$ cat src/rtl/multicycle_control_if.sv
// -----------------------------------------------------------------------------
// multicycle_control_if
//
// Purpose:
//   Bundles the signals exchanged between the multi-cycle RV32I controller and
//   its shared-memory datapath. The controller side uses the master modport.
//   The datapath (or a testbench standing in for it) uses the slave modport.
//
// Signal summary:
//   op        [6:0]   opcode field of the instruction register  (dp -> ctrl)
//   Zero              ALU zero flag                              (dp -> ctrl)
//   MemReady          memory completes the current access        (dp -> ctrl)
//   PCWrite           PC register enable                         (ctrl -> dp)
//   AdrSrc            memory address select 0=PC 1=ALUOut        (ctrl -> dp)
//   MemWrite          memory write strobe                        (ctrl -> dp)
//   IRWrite           instruction register / OldPC enable        (ctrl -> dp)
//   ResultSrc [1:0]   00=ALUOut 01=Data 10=ALUResult             (ctrl -> dp)
//   ALUSrcA   [1:0]   00=PC 01=OldPC 10=rs1 data                 (ctrl -> dp)
//   ALUSrcB   [1:0]   00=rs2 data 01=immediate 10=constant 4     (ctrl -> dp)
//   ALUOp     [1:0]   00=add 01=sub 10=funct-decoded             (ctrl -> dp)
//   RegWrite          register file write enable                 (ctrl -> dp)
//   Illegal           sticky illegal-opcode flag                 (ctrl -> dp)
//   InstRet   [CNT_W-1:0] retired-instruction count              (ctrl -> dp)
// -----------------------------------------------------------------------------
interface multicycle_control_if #(
  parameter int CNT_W = 32
);
  logic [6:0]       op;
  logic             Zero;
  logic             MemReady;
  logic             PCWrite;
  logic             AdrSrc;
  logic             MemWrite;
  logic             IRWrite;
  logic [1:0]       ResultSrc;
  logic [1:0]       ALUSrcA;
  logic [1:0]       ALUSrcB;
  logic [1:0]       ALUOp;
  logic             RegWrite;
  logic             Illegal;
  logic [CNT_W-1:0] InstRet;

  // Controller view
  modport master (
    input  op,
    input  Zero,
    input  MemReady,
    output PCWrite,
    output AdrSrc,
    output MemWrite,
    output IRWrite,
    output ResultSrc,
    output ALUSrcA,
    output ALUSrcB,
    output ALUOp,
    output RegWrite,
    output Illegal,
    output InstRet
  );

  // Datapath view
  modport slave (
    output op,
    output Zero,
    output MemReady,
    input  PCWrite,
    input  AdrSrc,
    input  MemWrite,
    input  IRWrite,
    input  ResultSrc,
    input  ALUSrcA,
    input  ALUSrcB,
    input  ALUOp,
    input  RegWrite,
    input  Illegal,
    input  InstRet
  );
endinterface

$ cat src/rtl/multicycle_control.sv
// -----------------------------------------------------------------------------
// multicycle_control
//
// Purpose:
//   Moore controller for a shared-memory, multi-cycle RV32I datapath. It walks
//   each instruction through FETCH / DECODE / execute / writeback states,
//   issues the datapath enables and mux selects for each state, drives ALUOp
//   into the ALU decoder, stalls on the memory-ready handshake, traps on
//   unsupported opcodes and counts retired instructions.
//
// Ports:
//   clk   system clock, rising edge
//   rst   synchronous active-high reset
//   bus   multicycle_control_if.master (opcode/flags in, controls out,
//         sticky Illegal flag and InstRet counter out)
//
// Parameters:
//   CNT_W width of the retired-instruction counter InstRet
// -----------------------------------------------------------------------------
module multicycle_control #(
  parameter int CNT_W = 32
) (
  input  logic                   clk,
  input  logic                   rst,
  multicycle_control_if.master   bus
);

  // Supported opcodes
  localparam logic [6:0] OP_LOAD   = 7'b0000011;
  localparam logic [6:0] OP_STORE  = 7'b0100011;
  localparam logic [6:0] OP_RTYPE  = 7'b0110011;
  localparam logic [6:0] OP_ITYPE  = 7'b0010011;
  localparam logic [6:0] OP_BRANCH = 7'b1100011;
  localparam logic [6:0] OP_JAL    = 7'b1101111;

  typedef enum logic [3:0] {
    S_FETCH    = 4'd0,
    S_DECODE   = 4'd1,
    S_MEMADR   = 4'd2,
    S_MEMREAD  = 4'd3,
    S_MEMWB    = 4'd4,
    S_MEMWRITE = 4'd5,
    S_EXECR    = 4'd6,
    S_EXECI    = 4'd7,
    S_ALUWB    = 4'd8,
    S_BEQ      = 4'd9,
    S_JAL      = 4'd10,
    S_TRAP     = 4'd11
  } state_t;

  // True when the opcode belongs to the supported RV32I subset
  function automatic logic op_is_legal(input logic [6:0] opc);
    logic legal;
    case (opc)
      OP_LOAD, OP_STORE, OP_RTYPE, OP_ITYPE, OP_BRANCH, OP_JAL: legal = 1'b1;
      default:                                                  legal = 1'b0;
    endcase
    return legal;
  endfunction

  state_t           state_r;
  state_t           state_next_s;
  state_t           dec_state_s;
  logic             illegal_r;
  logic [CNT_W-1:0] instret_r;
  logic             retire_s;
  logic             set_illegal_s;

  logic             pcwrite_s;
  logic             adrsrc_s;
  logic             memwrite_s;
  logic             irwrite_s;
  logic [1:0]       resultsrc_s;
  logic [1:0]       alusrca_s;
  logic [1:0]       alusrcb_s;
  logic [1:0]       aluop_s;
  logic             regwrite_s;

  // State register; reset from any state (stall or TRAP included) lands in FETCH
  always_ff @(posedge clk) begin
    if (rst) begin
      state_r <= S_FETCH;
    end else begin
      state_r <= state_next_s;
    end
  end

  // Next-state logic
  always_comb begin
    state_next_s = state_r;
    case (state_r)
      S_FETCH: begin
        if (bus.MemReady) begin
          state_next_s = S_DECODE;
        end else begin
          state_next_s = S_FETCH;
        end
      end
      S_DECODE: begin
        case (bus.op)
          OP_LOAD, OP_STORE: state_next_s = S_MEMADR;
          OP_RTYPE:          state_next_s = S_EXECR;
          OP_ITYPE:          state_next_s = S_EXECI;
          OP_BRANCH:         state_next_s = S_BEQ;
          OP_JAL:            state_next_s = S_JAL;
          default:           state_next_s = S_TRAP;
        endcase
      end
      S_MEMADR: begin
        if (bus.op == OP_LOAD) begin
          state_next_s = S_MEMREAD;
        end else begin
          state_next_s = S_MEMWRITE;
        end
      end
      S_MEMREAD: begin
        if (bus.MemReady) begin
          state_next_s = S_MEMWB;
        end else begin
          state_next_s = S_MEMREAD;
        end
      end
      S_MEMWB:  state_next_s = S_FETCH;
      S_MEMWRITE: begin
        if (bus.MemReady) begin
          state_next_s = S_FETCH;
        end else begin
          state_next_s = S_MEMWRITE;
        end
      end
      S_EXECR:  state_next_s = S_ALUWB;
      S_EXECI:  state_next_s = S_ALUWB;
      // JAL has already written the PC; ALUWB stores the link value PC+4
      S_JAL:    state_next_s = S_ALUWB;
      S_ALUWB:  state_next_s = S_FETCH;
      S_BEQ:    state_next_s = S_FETCH;
      S_TRAP:   state_next_s = S_TRAP;
      // Unreachable encodings recover through FETCH
      default:  state_next_s = S_FETCH;
    endcase
  end

  // Output decode state: while rst is high the outputs show FETCH values, so no
  // write strobe from an interrupted MEMWRITE/MEMWB leaks into the reset cycle
  always_comb begin
    if (rst) begin
      dec_state_s = S_FETCH;
    end else begin
      dec_state_s = state_r;
    end
  end

  // Moore output decode (MemReady gates the fetch enables, Zero gates BEQ)
  always_comb begin
    pcwrite_s   = 1'b0;
    adrsrc_s    = 1'b0;
    memwrite_s  = 1'b0;
    irwrite_s   = 1'b0;
    resultsrc_s = 2'b00;
    alusrca_s   = 2'b00;
    alusrcb_s   = 2'b00;
    aluop_s     = 2'b00;
    regwrite_s  = 1'b0;
    case (dec_state_s)
      S_FETCH: begin
        // PC <= PC + 4 via ALUResult and IR load both wait for the memory
        adrsrc_s    = 1'b0;
        alusrca_s   = 2'b00;
        alusrcb_s   = 2'b10;
        aluop_s     = 2'b00;
        resultsrc_s = 2'b10;
        irwrite_s   = bus.MemReady;
        pcwrite_s   = bus.MemReady;
      end
      S_DECODE: begin
        // Precompute OldPC + imm as a branch/jump target
        alusrca_s = 2'b01;
        alusrcb_s = 2'b01;
        aluop_s   = 2'b00;
      end
      S_MEMADR: begin
        alusrca_s = 2'b10;
        alusrcb_s = 2'b01;
        aluop_s   = 2'b00;
      end
      S_MEMREAD: begin
        adrsrc_s    = 1'b1;
        resultsrc_s = 2'b00;
      end
      S_MEMWB: begin
        resultsrc_s = 2'b01;
        regwrite_s  = 1'b1;
      end
      S_MEMWRITE: begin
        // Strobe held through stall cycles until the memory accepts it
        adrsrc_s   = 1'b1;
        memwrite_s = 1'b1;
      end
      S_EXECR: begin
        alusrca_s = 2'b10;
        alusrcb_s = 2'b00;
        aluop_s   = 2'b10;
      end
      S_EXECI: begin
        alusrca_s = 2'b10;
        alusrcb_s = 2'b01;
        aluop_s   = 2'b10;
      end
      S_ALUWB: begin
        resultsrc_s = 2'b00;
        regwrite_s  = 1'b1;
      end
      S_BEQ: begin
        // ALUOut holds the target from DECODE; the subtract sets Zero
        alusrca_s   = 2'b10;
        alusrcb_s   = 2'b00;
        aluop_s     = 2'b01;
        resultsrc_s = 2'b00;
        pcwrite_s   = bus.Zero;
      end
      S_JAL: begin
        // PC <= target (ALUOut) while ALU forms OldPC + 4 for the link
        alusrca_s   = 2'b01;
        alusrcb_s   = 2'b10;
        aluop_s     = 2'b00;
        resultsrc_s = 2'b00;
        pcwrite_s   = 1'b1;
      end
      S_TRAP: begin
        pcwrite_s  = 1'b0;
        memwrite_s = 1'b0;
        irwrite_s  = 1'b0;
        regwrite_s = 1'b0;
      end
      default: begin
        pcwrite_s  = 1'b0;
        memwrite_s = 1'b0;
        irwrite_s  = 1'b0;
        regwrite_s = 1'b0;
      end
    endcase
  end

  // Retire and trap events, both qualified by the transition actually taken
  always_comb begin
    retire_s      = 1'b0;
    set_illegal_s = 1'b0;
    if (state_next_s == S_FETCH) begin
      case (state_r)
        S_MEMWB, S_MEMWRITE, S_ALUWB, S_BEQ: retire_s = 1'b1;
        default:                             retire_s = 1'b0;
      endcase
    end else begin
      retire_s = 1'b0;
    end
    if ((state_r == S_DECODE) && !op_is_legal(bus.op)) begin
      set_illegal_s = 1'b1;
    end else begin
      set_illegal_s = 1'b0;
    end
  end

  // Sticky illegal-opcode flag, cleared only by reset
  always_ff @(posedge clk) begin
    if (rst) begin
      illegal_r <= 1'b0;
    end else if (set_illegal_s) begin
      illegal_r <= 1'b1;
    end else begin
      illegal_r <= illegal_r;
    end
  end

  // Retired-instruction counter, wraps modulo 2^CNT_W
  always_ff @(posedge clk) begin
    if (rst) begin
      instret_r <= {CNT_W{1'b0}};
    end else if (retire_s) begin
      instret_r <= instret_r + {{(CNT_W-1){1'b0}}, 1'b1};
    end else begin
      instret_r <= instret_r;
    end
  end

  assign bus.PCWrite   = pcwrite_s;
  assign bus.AdrSrc    = adrsrc_s;
  assign bus.MemWrite  = memwrite_s;
  assign bus.IRWrite   = irwrite_s;
  assign bus.ResultSrc = resultsrc_s;
  assign bus.ALUSrcA   = alusrca_s;
  assign bus.ALUSrcB   = alusrcb_s;
  assign bus.ALUOp     = aluop_s;
  assign bus.RegWrite  = regwrite_s;
  assign bus.Illegal   = illegal_r;
  assign bus.InstRet   = instret_r;

endmodule
$ cat src/flat_wrapper.sv
// flat-port wrapper written by rule: the top's interface ports become plain ports
module multicycle_control_flat 
#(
  parameter int CNT_W = 32
)
  (clk, rst, bus_op, bus_Zero, bus_MemReady, bus_PCWrite, bus_AdrSrc, bus_MemWrite, bus_IRWrite, bus_ResultSrc, bus_ALUSrcA, bus_ALUSrcB, bus_ALUOp, bus_RegWrite, bus_Illegal, bus_InstRet);
  multicycle_control_if #(.CNT_W(CNT_W)) bus_i ();
  input  logic clk;
  input  logic rst;
  input wire logic [$bits(bus_i.op)-1:0] bus_op;
  input wire logic [$bits(bus_i.Zero)-1:0] bus_Zero;
  input wire logic [$bits(bus_i.MemReady)-1:0] bus_MemReady;
  output wire logic [$bits(bus_i.PCWrite)-1:0] bus_PCWrite;
  output wire logic [$bits(bus_i.AdrSrc)-1:0] bus_AdrSrc;
  output wire logic [$bits(bus_i.MemWrite)-1:0] bus_MemWrite;
  output wire logic [$bits(bus_i.IRWrite)-1:0] bus_IRWrite;
  output wire logic [$bits(bus_i.ResultSrc)-1:0] bus_ResultSrc;
  output wire logic [$bits(bus_i.ALUSrcA)-1:0] bus_ALUSrcA;
  output wire logic [$bits(bus_i.ALUSrcB)-1:0] bus_ALUSrcB;
  output wire logic [$bits(bus_i.ALUOp)-1:0] bus_ALUOp;
  output wire logic [$bits(bus_i.RegWrite)-1:0] bus_RegWrite;
  output wire logic [$bits(bus_i.Illegal)-1:0] bus_Illegal;
  output wire logic [$bits(bus_i.InstRet)-1:0] bus_InstRet;
  assign bus_i.op = bus_op;
  assign bus_i.Zero = bus_Zero;
  assign bus_i.MemReady = bus_MemReady;
  assign bus_PCWrite = bus_i.PCWrite;
  assign bus_AdrSrc = bus_i.AdrSrc;
  assign bus_MemWrite = bus_i.MemWrite;
  assign bus_IRWrite = bus_i.IRWrite;
  assign bus_ResultSrc = bus_i.ResultSrc;
  assign bus_ALUSrcA = bus_i.ALUSrcA;
  assign bus_ALUSrcB = bus_i.ALUSrcB;
  assign bus_ALUOp = bus_i.ALUOp;
  assign bus_RegWrite = bus_i.RegWrite;
  assign bus_Illegal = bus_i.Illegal;
  assign bus_InstRet = bus_i.InstRet;
  multicycle_control #(.CNT_W(CNT_W)) u_core (.clk(clk), .rst(rst), .bus(bus_i));
endmodule
$ cat config.mk
export PLATFORM = sky130hd
export DESIGN_NAME = multicycle_control_flat
export DESIGN_NICKNAME = d
export VERILOG_FILES = /design/src/rtl/multicycle_control_if.sv /design/src/rtl/multicycle_control.sv /design/src/flat_wrapper.sv
export SDC_FILE = /design/constraint.sdc
export NUM_CORES = 1
export LEC_CHECK = 0
export CORE_MARGIN = 3
export CORE_UTILIZATION = 52
export DETAILED_ROUTE_END_ITERATION = 8
export GPL_TIMING_DRIVEN = 0
export PLACE_DENSITY = 0.85
export RECOVER_POWER = 100
export SETUP_SLACK_MARGIN = 0.4
export SYNTH_ARGS = -nofsm -noshare
export SYNTH_HDL_FRONTEND = slang
export SYNTH_SLANG_ARGS = --single-unit
$ cat constraint.sdc
create_clock -name clk -period 3.4 [get_ports clk]
set_input_delay 0.68 -clock clk [delete_from_list [all_inputs] [get_ports clk]]
set_output_delay 0.68 -clock clk [all_outputs]
set_load 0.01 [all_outputs]
### After elaboration in Yosys (flattened, before gate mapping)

Cells that the tools add are included.
Widths: inputs -> output; s select.

| cells by class | value |
|---|---|
| reductions and logical operators | 16 |
| equality and inequality tests | 27 |
| mux-type cells | 20 |
| add/subtract/negate cells | 1 |

Operators by type and width:

| cell | number |
|---|---|
| $add 32x1->32 const B | 1 |
| $eq 4x3->1 const B | 8 |
| $eq 4x4->1 const B | 7 |
| $pmux 4 s7 | 1 |
| $pmux 4 s5 | 1 |
| $eq 4x2->1 const B | 4 |
| $pmux 2 s2 | 4 |
| $eq 7x6->1 const B | 2 |
| $eq 7x7->1 const B | 2 |
| $logic_not 4->1 | 3 |
| $reduce_or 2->1 | 6 |
| $mux 1 | 9 |
| $mux 3 | 3 |
| $eq 4x1->1 const B | 2 |
| $reduce_or 4->1 | 2 |
| $eq 7x2->1 const B | 1 |
| $eq 7x5->1 const B | 1 |
| $reduce_or 3->1 | 2 |
| $reduce_or 6->1 | 1 |
| $mux 4 | 1 |
| $pmux 1 s3 | 1 |
| $logic_and 1x1->1 | 1 |
| $logic_not 1->1 | 1 |

| storage, ports and cells | value |
|---|---|
| input bits | 11 |
| flip-flop bits (word level) | 37 |
| logic and storage cells | 67 |
| output and inout port bits | 46 |

### Longest topological paths before layout

| logic depth | value |
|---|---|
| word-level depth | 6 |
| gate-level depth with buffers | 6 |
| depth with buffers taken out | 6 |

### Worst setup path after synthesis

Ideal clock, no wire load.

| timing path | value |
|---|---|
| kind | register to register |
| from | register u_core.instret_r[7] (netlist: u_core.bus.InstRet[7]) |
| to | register u_core.instret_r[23] (netlist: u_core.bus.InstRet[23]) |
| library setup time | 71 ps |
| stages on the path, launching flop included | 6 |
| data arrival time | 2115 ps |
| path slack | 1214 ps |
| path buffers | 0 |
| period minus slack after synthesis | 2186 ps |
| required time | 3329 ps |
| path through | dfxtp_1 -> nand4_4 -> or4_4 -> or4b_4 -> or3_1 -> a21oi_1 |

| between the ends | value |
|---|---|
| cells in the longest elaborated chain, start to end | 1 |

RTL lines:

| item | line | source |
|---|---|---|
| start: declaration | multicycle_control.sv:65 | `logic [CNT_W-1:0] instret_r;` |
| start signal: assignment | multicycle_control.sv:277 | `instret_r <= {CNT_W{1'b0}};` |
| start signal: assignment | multicycle_control.sv:279 | `instret_r <= instret_r + {{(CNT_W-1){1'b0}}, 1'b1};` |
| start signal: assignment | multicycle_control.sv:281 | `instret_r <= instret_r;` |
| $add 32x1->32 | multicycle_control.sv:279 |  |

Every way passes these cells.
A chain may end at the register's enable or synchronous reset.

### Worst setup path in the final report

| timing path | value |
|---|---|
| from | input port rst |
| to | output port bus_PCWrite |

| between the ends | value |
|---|---|
| cells in the longest elaborated chain, start to end | 3 |
| elaborated cells between the ends (all ways) | 5 |
| those cells by class | eq/ne (2); mux (2); reduce/logical (1) |

RTL lines:

| item | line | source |
|---|---|---|
| start: declaration | flat_wrapper.sv:9 | `input logic rst;` |
| $mux 4 * | multicycle_control.sv:146 | `if (rst) begin` |
| $eq 4x4->1 / $logic_not 4->1 (equally long branches) | multicycle_control.sv:164 | `case (dec_state_s)` |
| $pmux 1 s3 * | multicycle_control.sv:164 |  |
| end: declaration | flat_wrapper.sv:13 | `output wire logic [$bits(bus_i.PCWrite)-1:0] bus_PCWrite;` |

Every way passes the cells marked *; elsewhere a longest branch is shown, timed or not.

==> metrics.yaml <==
status: "finished, final reports clean"
place.gp.congestion: 0.899
slew_headroom_pct: 44.0
die-area_um2: 4810
clock_sinks: 37
drv_slew: 0
critPathMaxFanout: 10
cp_data_required_time_ps: 2720
cts_tree: "yes"
max_clock_freq_mhz: 325
end_kind: "output port"
root_buffer: "clkbuf_8"
cts_setup_buffers: 0
clkPwrFrac_pct: 29.6
drt-initial-drc-count: 244
ir_drop_mv: 0.423
grt_max_degree: 12
sw_frac_of_total_pct: 30.9
wl_mm: 5.34
grt_pass1_wl_mm: 9.10
setup_tns_ps: 0
layout-drive-gt1-share_pct: 5.23
overflow: 0
yosysSeqAreaShare_pct: 35.5
synth_edf_count: 0
insertion_delay_ps: 290
antenna_found_initial: 0
post-route-util_pct: 74.2
synth_flop_cell: "dfxtp_1"
crit_start: "rst"
io_pins: 57
multi_input_area_um2: 1270
synth_area_um2: 2090
grt_pass1_vias: 1976
path_buf_inv: 3
initial_utilization_pct: 55.3
wire_per_inst_um: 14.3
first_pass_iters: 4
cts.clk_slew.worst_paths_ps: 70
switchingPower_mw: 0.314
cell_internal_pwr_mw: 0.703
dieHeight_um: 69.3
p_seq_share_pct: 45.6
crit_slowest_cell: "dlygate4sd3_1"
hp-class: "reg2reg"
hp-start: "u_core.bus.Illegal"
detailed_place_hpwl_mm: 3.97
drc_errors: 0
holdWs_ps: 476
synth.net_count: 273
drtAntennaViolNets: 0
vias: 2155
grt_use_total_pct: 22.3
synth-seq-cells: 37
port_buffers: 56
setup_viol: 0
critPathLaunchType: "primary input"
yosysWarnings: 0
finalPower_mw: 1.02
die_x_um: 69.3
rsz0062_at_grt: "true"
final_cells: 373
ff_latch_area_um2: 741
num-fill-cells: 308
critPathTopFamily: "buffers and inverters"
critical_path_arrival_ps: 2400
rows: 22
yosys.cell_types.count: 41
hold_viol: 0
synthCells: 261
diodes: 0
synth-async-reset-ratio_pct: 0
critical_path.cell_chain: "clkdlybuf4s50_1 > clkbuf_1 > o31ai_1 > dlygate4sd3_1"
path_class: "in2out"
fin_crit_sh_pct: 90.4
nets: 336
critPathMaxStageDelay_ps: 620
p_leak_nw: 1.05
syn_avg_cell_area_um2: 7.99
dp.cells: 365
htree_levels: 2
coreArea_um2: 3770
area_growth_pct: 34.1
r2r_start: "u_core.state_r[1]"
clock_skew_ps: 2.52
p_per_area_nw_per_um2: 363
worst_pin_slew_ps: 840
maxCapViolCount: 0
via_per_inst: 5.78
clk_path_buf_depth: 2
fin_crit_ps: 3080
pwr-share-comb_pct: 24.8
numCtsBuffers: 5
-- worst paths after layout --
check | to | slack [ps] | cells after the start
worst min register to register | u_core.bus.Illegal | 480 | 2
worst max register to register | u_core.bus.InstRet[30] | 970 | 6
worst min-delay path | u_core.bus.Illegal | 480 | 2
worst max-delay path | bus_PCWrite | 320 | 4
-- kinds of logic (layout without fill, tap and decap cells) --
| family | after synthesis | in the layout | share of synthesized area (%) |
|---|---|---|---|
| and+or+nand+nor | 137 | 137 | 37.9 |
| AOI/OAI and AO/OA | 41 | 41 | 11.9 |
| DFF | 37 | 37 | 35.5 |
| xor gates and xnor gates | 24 | 24 | 10.1 |
| buffers and inverters | 20 | 84 | 3.60 |
| adders and majority gates | 1 | 1 | 0.600 |
| muxes | 1 | 1 | 0.480 |
-- tightest hold or removal path: stages (launching register included) --
cell	delay, ps
dfxtp_1	330
a31oi_1	50
nor2_1	70
-- sequential cells by signal, indices dropped and copies added, names as in the netlist --
signal / cells
u_core.bus.InstRet: 32
u_core.bus.Illegal: 1
u_core.state_r: 4
-- per-layer routing --
| metal | global-route usage, % | routed length, µm |
|---|---|---|
| met4 | 5.21 | 44 |
| met1 | 29.9 | 2580 |
| met5 | 0 | 0 |
| met2 | 36.7 | 2500 |
| met3 | 4.78 | 215 |
-- stage by stage --
step           setup slack, ps  cell area, µm²
3_3_place_gp               398            2710
6_report                   325            2800
2_1_floorplan             1210            2090
5_1_grt                    215            2800
3_5_place_dp               366            2710
4_1_cts                    411            2800
-- cell type report --
type | count | area share [%]
Buffer | 12 | 1.79
Sequential cell | 37 | 26.5
Multi-Input combinational cell | 204 | 45.5
Timing Repair Buffer | 56 | 20.0
Tap cell | 48 | 2.15
Clock buffer | 7 | 2.73
Inverter | 8 | 1.07
Clock inverter | 1 | 0.268
-- synthesized netlist by cell type (all sizes together), types with 3 or more instances --
cell / count / share of area (%)
nor2b: 4 / 1.2
xnor2: 17 / 7.1
or4: 7 / 2.7
a21oi: 15 / 3.6
nand2: 16 / 2.9
nor3: 10 / 2.4
inv: 8 / 1.4
nand4: 10 / 4.0
o31ai: 7 / 2.5
nor2: 34 / 6.1
nand2b: 6 / 1.8
nand3b: 3 / 1.1
or3: 5 / 1.5
a21o: 3 / 1.1
xor2: 7 / 2.9
clkbuf: 12 / 2.2
nand3: 10 / 2.4
o21ai: 8 / 1.9
a31oi: 3 / 0.90
and2: 4 / 1.2
dfxtp: 37 / 36
nor4b: 4 / 1.7
nor4: 11 / 4.0
and3: 5 / 1.5
-- power groups by stage --
stage          Sequential (mW)  Clock (mW)  Combinational, mW
6_report                 0.463       0.301              0.252
4_1_cts                  0.464       0.306              0.258
2_1_floorplan            0.473           0              0.156
3_3_place_gp             0.472           0              0.253
3_5_place_dp             0.473           0              0.256
5_1_grt                  0.466       0.329              0.277
-- layout by cell type (no fill, tap or decap), types with 6 or more instances in the layout --
master           synthesis  routed
dlygate4sd3_1            0      45
dfxtp_1                 37      37
nor2_1                  34      34
xnor2_1                 17      17
nand2_1                 16      16
a21oi_1                 15      15
clkbuf_1                12      12
clkdlybuf4s50_1          0      11
nor4_1                  10      10
nor3_1                  10      10
nand3_1                 10      10
inv_1                    8       8
o21ai_0                  8       8
nand4_1                  8       8
o31ai_1                  7       7
xor2_1                   7       7
nand2b_1                 6       6
or4_1                    6       6
-- repair_timing --
item	in CTS	in global routing
pin swaps	0	0
setup endpoints to repair	4	3
resized for setup	4	5
hold buffers	0	0
(Power assumes the default switching activity.)
==> RTL edit 1: new RTL, same settings <==
`CNT_W` is set to 32 in 3 places; all go to 16.
--- a/src/rtl/multicycle_control_if.sv
+++ b/src/rtl/multicycle_control_if.sv
@@ -23,7 +23,7 @@
 //   InstRet   [CNT_W-1:0] retired-instruction count              (ctrl -> dp)
 // -----------------------------------------------------------------------------
 interface multicycle_control_if #(
-  parameter int CNT_W = 32
+  parameter int CNT_W = 16
 );
   logic [6:0]       op;
   logic             Zero;
--- a/src/rtl/multicycle_control.sv
+++ b/src/rtl/multicycle_control.sv
@@ -18,7 +18,7 @@
 //   CNT_W width of the retired-instruction counter InstRet
 // -----------------------------------------------------------------------------
 module multicycle_control #(
-  parameter int CNT_W = 32
+  parameter int CNT_W = 16
 ) (
   input  logic                   clk,
   input  logic                   rst,
--- a/src/flat_wrapper.sv
+++ b/src/flat_wrapper.sv
@@ -1,7 +1,7 @@
 // flat-port wrapper written by rule: the top's interface ports become plain ports
 module multicycle_control_flat 
 #(
-  parameter int CNT_W = 32
+  parameter int CNT_W = 16
 )
   (clk, rst, bus_op, bus_Zero, bus_MemReady, bus_PCWrite, bus_AdrSrc, bus_MemWrite, bus_IRWrite, bus_ResultSrc, bus_ALUSrcA, bus_ALUSrcB, bus_ALUOp, bus_RegWrite, bus_Illegal, bus_InstRet);
   multicycle_control_if #(.CNT_W(CNT_W)) bus_i ();
Interface: changed (resized bus_InstRet); port bits go from 57 to 41. The function was not compared with the original's and may differ.
==> RTL edit 1 against the original RTL <==
  * Design area is 35% lower
  * Routed wire length shrank 30%
  * Power fell by 26%
  * Area after synthesis shrank 34%
  * Worst setup slack gained 0.062 ns
  * Cell count fell by 33%
  * First-iteration DRC count down 75%
  * Sequential cell count fell by 16
  * Via count shrank 29%
==> RTL edit 1: results (changes against the original RTL) <==
The total number of nets in the final design came out at 235 (-30%). The maximum level of the CTS H-tree came out at 1 (-1). The first-pass iteration count of the detailed router came out at 4 (unchanged).

The number of buffers added by the clock tree synthesis step is 3 (-2). The critical path arrival came out at 2.33 ns (-0.07 ns). The commonest cells after synthesis are sky130_fd_sc_hd__dfxtp_1 (21), sky130_fd_sc_hd__nor2_1 (19), sky130_fd_sc_hd__a21oi_1 (18).

The critical path's largest stage delay is 0.57 ns (-0.05 ns). The worst hold path belongs to the class reg -> reg. The met3 track demand over resource in global routing is 5.20% (+0.42 points). The count of buffers from port buffering came out at 40 (-29%). The number of global-route vias before repair is 1447 (-27%).

The worst slack at placement is 0.0491 ns (-0.316 ns). The average wire per cell in the routed design came out at 15.0 um (+4.7%). The global-route usage over all layers was 24.0% (+1.7 points). The clock skew after layout came out at 0.00307 ns (+0.000558 ns). The layout cell share with drive strength beyond 1 came out at 7.21% (+2.0 points). In this run the clock root is driven by a sky130_fd_sc_hd__clkbuf_4. The total inserted antenna cells is 0 (unchanged). The HPWL after detailed placement is 2.85 mm (-28%).

The relative slew slack came to 64.1% (+20 points). The weighted congestion at the end of routability-driven global placement is 0.852 (-5.3%). The fraction of registers with async set or reset after synthesis is 0% (unchanged). The post-CTS setup-driven buffer insertion count is 0 (unchanged).

The count of different cell masters after synthesis came out at 45 (+9.8%). The total number of yosys warnings was 0 (unchanged). The source-to-sink clock delay at the later pin of the worst-skew pair came out at 0.32 ns (+0.03 ns). The maximum root-to-sink buffer count is 2 (unchanged). The largest fanout on the critical path is 10 (unchanged).

Sorting the synthesized cells by area gives the leading types as sky130_fd_sc_hd__dfxtp_1 (31%), sky130_fd_sc_hd__a21oi_1 (6.6%), sky130_fd_sc_hd__o31ai_1 (5.5%). The total of fill cells in the finished design is 181 (-41%). The largest net degree at the start of global routing was 13 (+1). The net count after synthesis was 190 (-30%).

The met2 track demand over resource in global routing came to 39.8% (+3.2 points). The worst-case vdd ir drop came out at 325 uV (-23%). The standard cell with the maximum stage delay on the critical path is sky130_fd_sc_hd__clkdlybuf4s50_1. The wire length of the first global-routing pass was 6.38 mm (-30%). The flip-flop count of the largest register, all copies and words added was 16 (-50%). Broken down by cell family, the worst path's largest delay share belongs to buffers and inverters. The share of the yosys chip area belonging to registers is 30.7% (-4.8 points). The flow ran to the end, and the final reports show no timing, DRC or antenna violations.

The global routing usage on met1 is 30.9% (+0.96 points). The number of antenna violations at the first check in global routing was 0 (unchanged). The leakage power summed over all cells is 0.000654 uW (-38%).

The number of DRC markers in iteration 0 was 62 (-75%). The clock-pin slew reported for the worst setup and hold paths after clock tree synthesis came out at 0.12 ns (+0.05 ns). The total number of vias came out at 1536 (-29%).
==> RTL edit 1: cell count changes in the layout (fill, tap and decap cells not counted), sizes merged, moves of 5 or more <==
cell	unedited run	this run
dlygate4sd3	45	28
dfxtp	37	21
nor2	34	19
xnor2	17	5
nor4	11	1
clkbuf	19	11
inv	8	1
nand3	10	4
nand4	10	5
xor2	7	2
==> RTL edit 1: layer usage <==
metal / up-vias / routed length, um
li1: 747 / -
met1: 722 / 1620
met2: 63 / 1850
met3: 4 / 251
met4: 0 / 21
met5: - / 0
==> RTL edit 1: cells by family after synthesis <==
kind of cell	count (synthesis)	synth area share, %
AO/OA/AOI/OAI	43	19.3
multiplexers	1	0.823
XOR/XNOR	7	5.03
adder cells (fa/ha/maj)	1	0.914
flip-flops	21	30.7
AND/OR/NAND/NOR	93	38.2
buffers and inverters	12	5.03
==> RTL edit 1: where the power goes <==
group          switching [uW]  leakage, uW  internal [uW]  total, uW
Combinational             193     0.000466            146        339
Clock                    81.4    0.0000177           44.1        125
Sequential               21.3     0.000170            266        287
Total                     296     0.000654            456        751
==> RTL edit 1: worst min-delay path, delay by kind of cell, from the launching register on <==
kind | cells | cell delay, ns
AND/OR/NAND/NOR | 1 | 0.08
AO/OA/AOI/OAI | 1 | 0.05
flip-flops | 1 | 0.35
==> RTL edit 1: what timing repair did <==
item	4_1_cts	5_1_grt
resized for setup	3	7
hold buffers	0	0
endpoints found under the setup margin	5	7
==> RTL edit 1: metrics by stage <==
stage | instances | area, sq um | hold WS [ns]
floorplan | 178 | 1370 | 0.502
detailed placement | 246 | 1800 | 0.471
global placement | 246 | 1800 | 0.460
global route | 250 | 1830 | 0.531
CTS | 250 | 1840 | 0.505
finish | 250 | 1830 | 0.500
==> RTL edit 1: worst paths after layout <==
kind / start / to / slack [ns] / cells past startpoint
worst min-delay path: u_core.bus.Illegal / u_core.bus.Illegal / 0.50 / 2
worst max register to register: u_core.state_r[0] / u_core.bus.InstRet[9] / 0.95 / 8
worst min register to register: u_core.bus.Illegal / u_core.bus.Illegal / 0.50 / 2
worst max-delay path: u_core.state_r[1] / bus_ALUSrcB[0] / 0.39 / 6
==> RTL edit 1: layout make-up <==
cell class	instances	area share, %
Tap cell	28	1.92
Timing Repair Buffer	40	21.6
Inverter	1	0.205
Buffer	11	3.56
Clock inverter	1	0.274
Multi-Input combinational cell	145	48.3
Clock buffer	3	1.23
Sequential cell	21	23.0
==> RTL edit 2: new RTL, same settings <==
Without the edit above. The 12 states of `state_t` get a Gray code encoding in 4 bits.
--- a/src/rtl/multicycle_control.sv
+++ b/src/rtl/multicycle_control.sv
@@ -34,18 +34,18 @@
   localparam logic [6:0] OP_JAL    = 7'b1101111;
 
   typedef enum logic [3:0] {
-    S_FETCH    = 4'd0,
-    S_DECODE   = 4'd1,
-    S_MEMADR   = 4'd2,
-    S_MEMREAD  = 4'd3,
-    S_MEMWB    = 4'd4,
-    S_MEMWRITE = 4'd5,
-    S_EXECR    = 4'd6,
-    S_EXECI    = 4'd7,
-    S_ALUWB    = 4'd8,
-    S_BEQ      = 4'd9,
-    S_JAL      = 4'd10,
-    S_TRAP     = 4'd11
+    S_FETCH    = 4'b0000,
+    S_DECODE   = 4'b0001,
+    S_MEMADR   = 4'b0011,
+    S_MEMREAD  = 4'b0010,
+    S_MEMWB    = 4'b0110,
+    S_MEMWRITE = 4'b0111,
+    S_EXECR    = 4'b0101,
+    S_EXECI    = 4'b0100,
+    S_ALUWB    = 4'b1100,
+    S_BEQ      = 4'b1101,
+    S_JAL      = 4'b1111,
+    S_TRAP     = 4'b1110
   } state_t;
 
   // True when the opcode belongs to the supported RV32I subset
Formal check against the unedited RTL: same outputs for any inputs over 10 cycles, from zero or initial values and one cycle with rst high; not proved beyond that.
==> RTL edit 2 against the original RTL <==
  * Routed wire length is 3.4% higher
  * Global-route usage is 2.0 points higher
  * Design area is 1.9% lower
  * Non-clock buffer count is 1 higher
  * Sequential share of layout area is 0.51 points higher
  * Area after synthesis is 1.7% lower
  * Sequential cell count stayed put
  * Combinational power is 9.9% higher
  * Power is 2.3% higher
  * Worst setup slack better by 0.0070 ns
==> RTL edit 2: results (changes against the original RTL) <==
The wire length of the first global-routing pass was 8.82 mm (-3.1%). The clock skew after layout came out at 0.00736 ns (+0.00485 ns). In this run the worst setup path terminates at bus_RegWrite. The total of fill cells in the finished design came out at 316 (+2.6%). The share of the yosys chip area belonging to registers came out at 36.1% (+0.63 points). The final standard cell utilization of the core is 73.3% (-0.86 points). The total number of nets in the final design came out at 342 (+1.8%).

The cell count after synthesis is 268 (+2.7%). The number of global-route vias before repair came to 1985 (+0.46%). The number of DRC markers in iteration 0 came to 157 (-36%). The HPWL after detailed placement is 3.97 mm (about the same). The portion of the clock cycle consumed by the worst path in the final layout came out at 90.2% (-0.21 points). The leakage power summed over all cells came out at 0.00101 uW (-4.3%).

In this run the worst setup path begins at u_core.state_r[2]. After synthesis, the cell types taking the most area are sky130_fd_sc_hd__dfxtp_1 (36%), sky130_fd_sc_hd__nor2_1 (5.9%), sky130_fd_sc_hd__a21oi_1 (5.6%). The final instance count without filler cells was 379 (+1.6%). The logic depth of the worst register-to-register path is 7 (+1).

The worst hold-check slack came out at 0.489 ns (+0.0125 ns). The layout cell share with drive strength beyond 1 is 3.93% (-1.3 points). The global routing usage on met1 came out at 32.7% (+2.8 points).

The met3 track demand over resource in global routing is 6.00% (+1.2 points). The routed length on met2 came out at 2.55 mm (+2.0%). The run finished with clean final reports.

The total detailed-routing wirelength came to 5.52 mm (+3.4%). The count of different cell masters after synthesis is 43 (+4.9%). The commonest cells after synthesis are sky130_fd_sc_hd__dfxtp_1 (37), sky130_fd_sc_hd__nor2_1 (32), sky130_fd_sc_hd__a21oi_1 (23). The total inserted antenna cells came out at 0 (unchanged). The met2 track demand over resource in global routing came out at 38.3% (+1.6 points). The global-route usage over all layers came out at 24.3% (+2.0 points). The number of instances in the placed design came out at 371 (+1.6%). The worst slack at placement is 0.427 ns (+0.0613 ns).

The post-place instance area is 0.00266 sq mm (-1.7%). The capturing point of the worst reg2reg path is u_core.bus.InstRet[17]. The largest net degree at the start of global routing was 13 (+1). The routed length on met3 came to 342 um (+59%). The worst-case vdd ir drop came out at 271 uV (-36%). The slew at the pin with the worst max-slew slack is 0.623 ns (-0.217 ns).

The number of buffers added by the clock tree synthesis step was 5 (unchanged).
RTL edit 2: cell count changes in the layout (fill, tap and decap cells not counted), moves of 5 or more:
| cell | change |
|---|---|
| sky130_fd_sc_hd__nor3_1 | -6 |
| sky130_fd_sc_hd__or3_1 | +7 |
| sky130_fd_sc_hd__xnor2_1 | -7 |
| sky130_fd_sc_hd__o21ai_0 | +13 |
| sky130_fd_sc_hd__nand3_1 | +5 |
| sky130_fd_sc_hd__nand2_1 | +5 |
| sky130_fd_sc_hd__o31ai_1 | -5 |
| sky130_fd_sc_hd__a21oi_1 | +8 |
RTL edit 2: cell type report:
cell class	instances	share of cell area, %
multi-input combinational	212	44.9
inverter	5	0.684
clock buffer	5	2.51
sequential	37	27.0
timing repair buffer	55	20.1
clock inverter	3	0.638
buffer	14	2.05
tap	48	2.19
RTL edit 2: power by group:
part | switching [uW] | leakage (uW) | internal (uW) | total, uW
combinational | 166 | 0.000664 | 110 | 277
sequential | 12.1 | 0.000299 | 447 | 459
clock | 163 | 0.0000439 | 141 | 304
RTL edit 2: tightest hold or removal path: stages (launching register included):
cell and delay [ns]:
sky130_fd_sc_hd__dfxtp_1 0.34, sky130_fd_sc_hd__a21oi_1 0.04, sky130_fd_sc_hd__nor2_1 0.07
RTL edit 2: kinds of logic (layout without fill, tap and decap cells):
kind of cell,after synthesis,after routing,synth area share [%]
AOI/OAI and AO/OA,58,58,16.2
xor gates and xnor gates,17,17,7.26
adders and majority gates,1,1,0.610
buffers and inverters,19,82,3.60
DFF,37,37,36.1
and+or+nand+nor,136,136,36.1
RTL edit 2: timing repair:
action | CTS | global route
endpoints found under the setup margin | 3 | 5
resized for setup | 1 | 4
buffers inserted | 0 | 0
hold buffers | 0 | 0
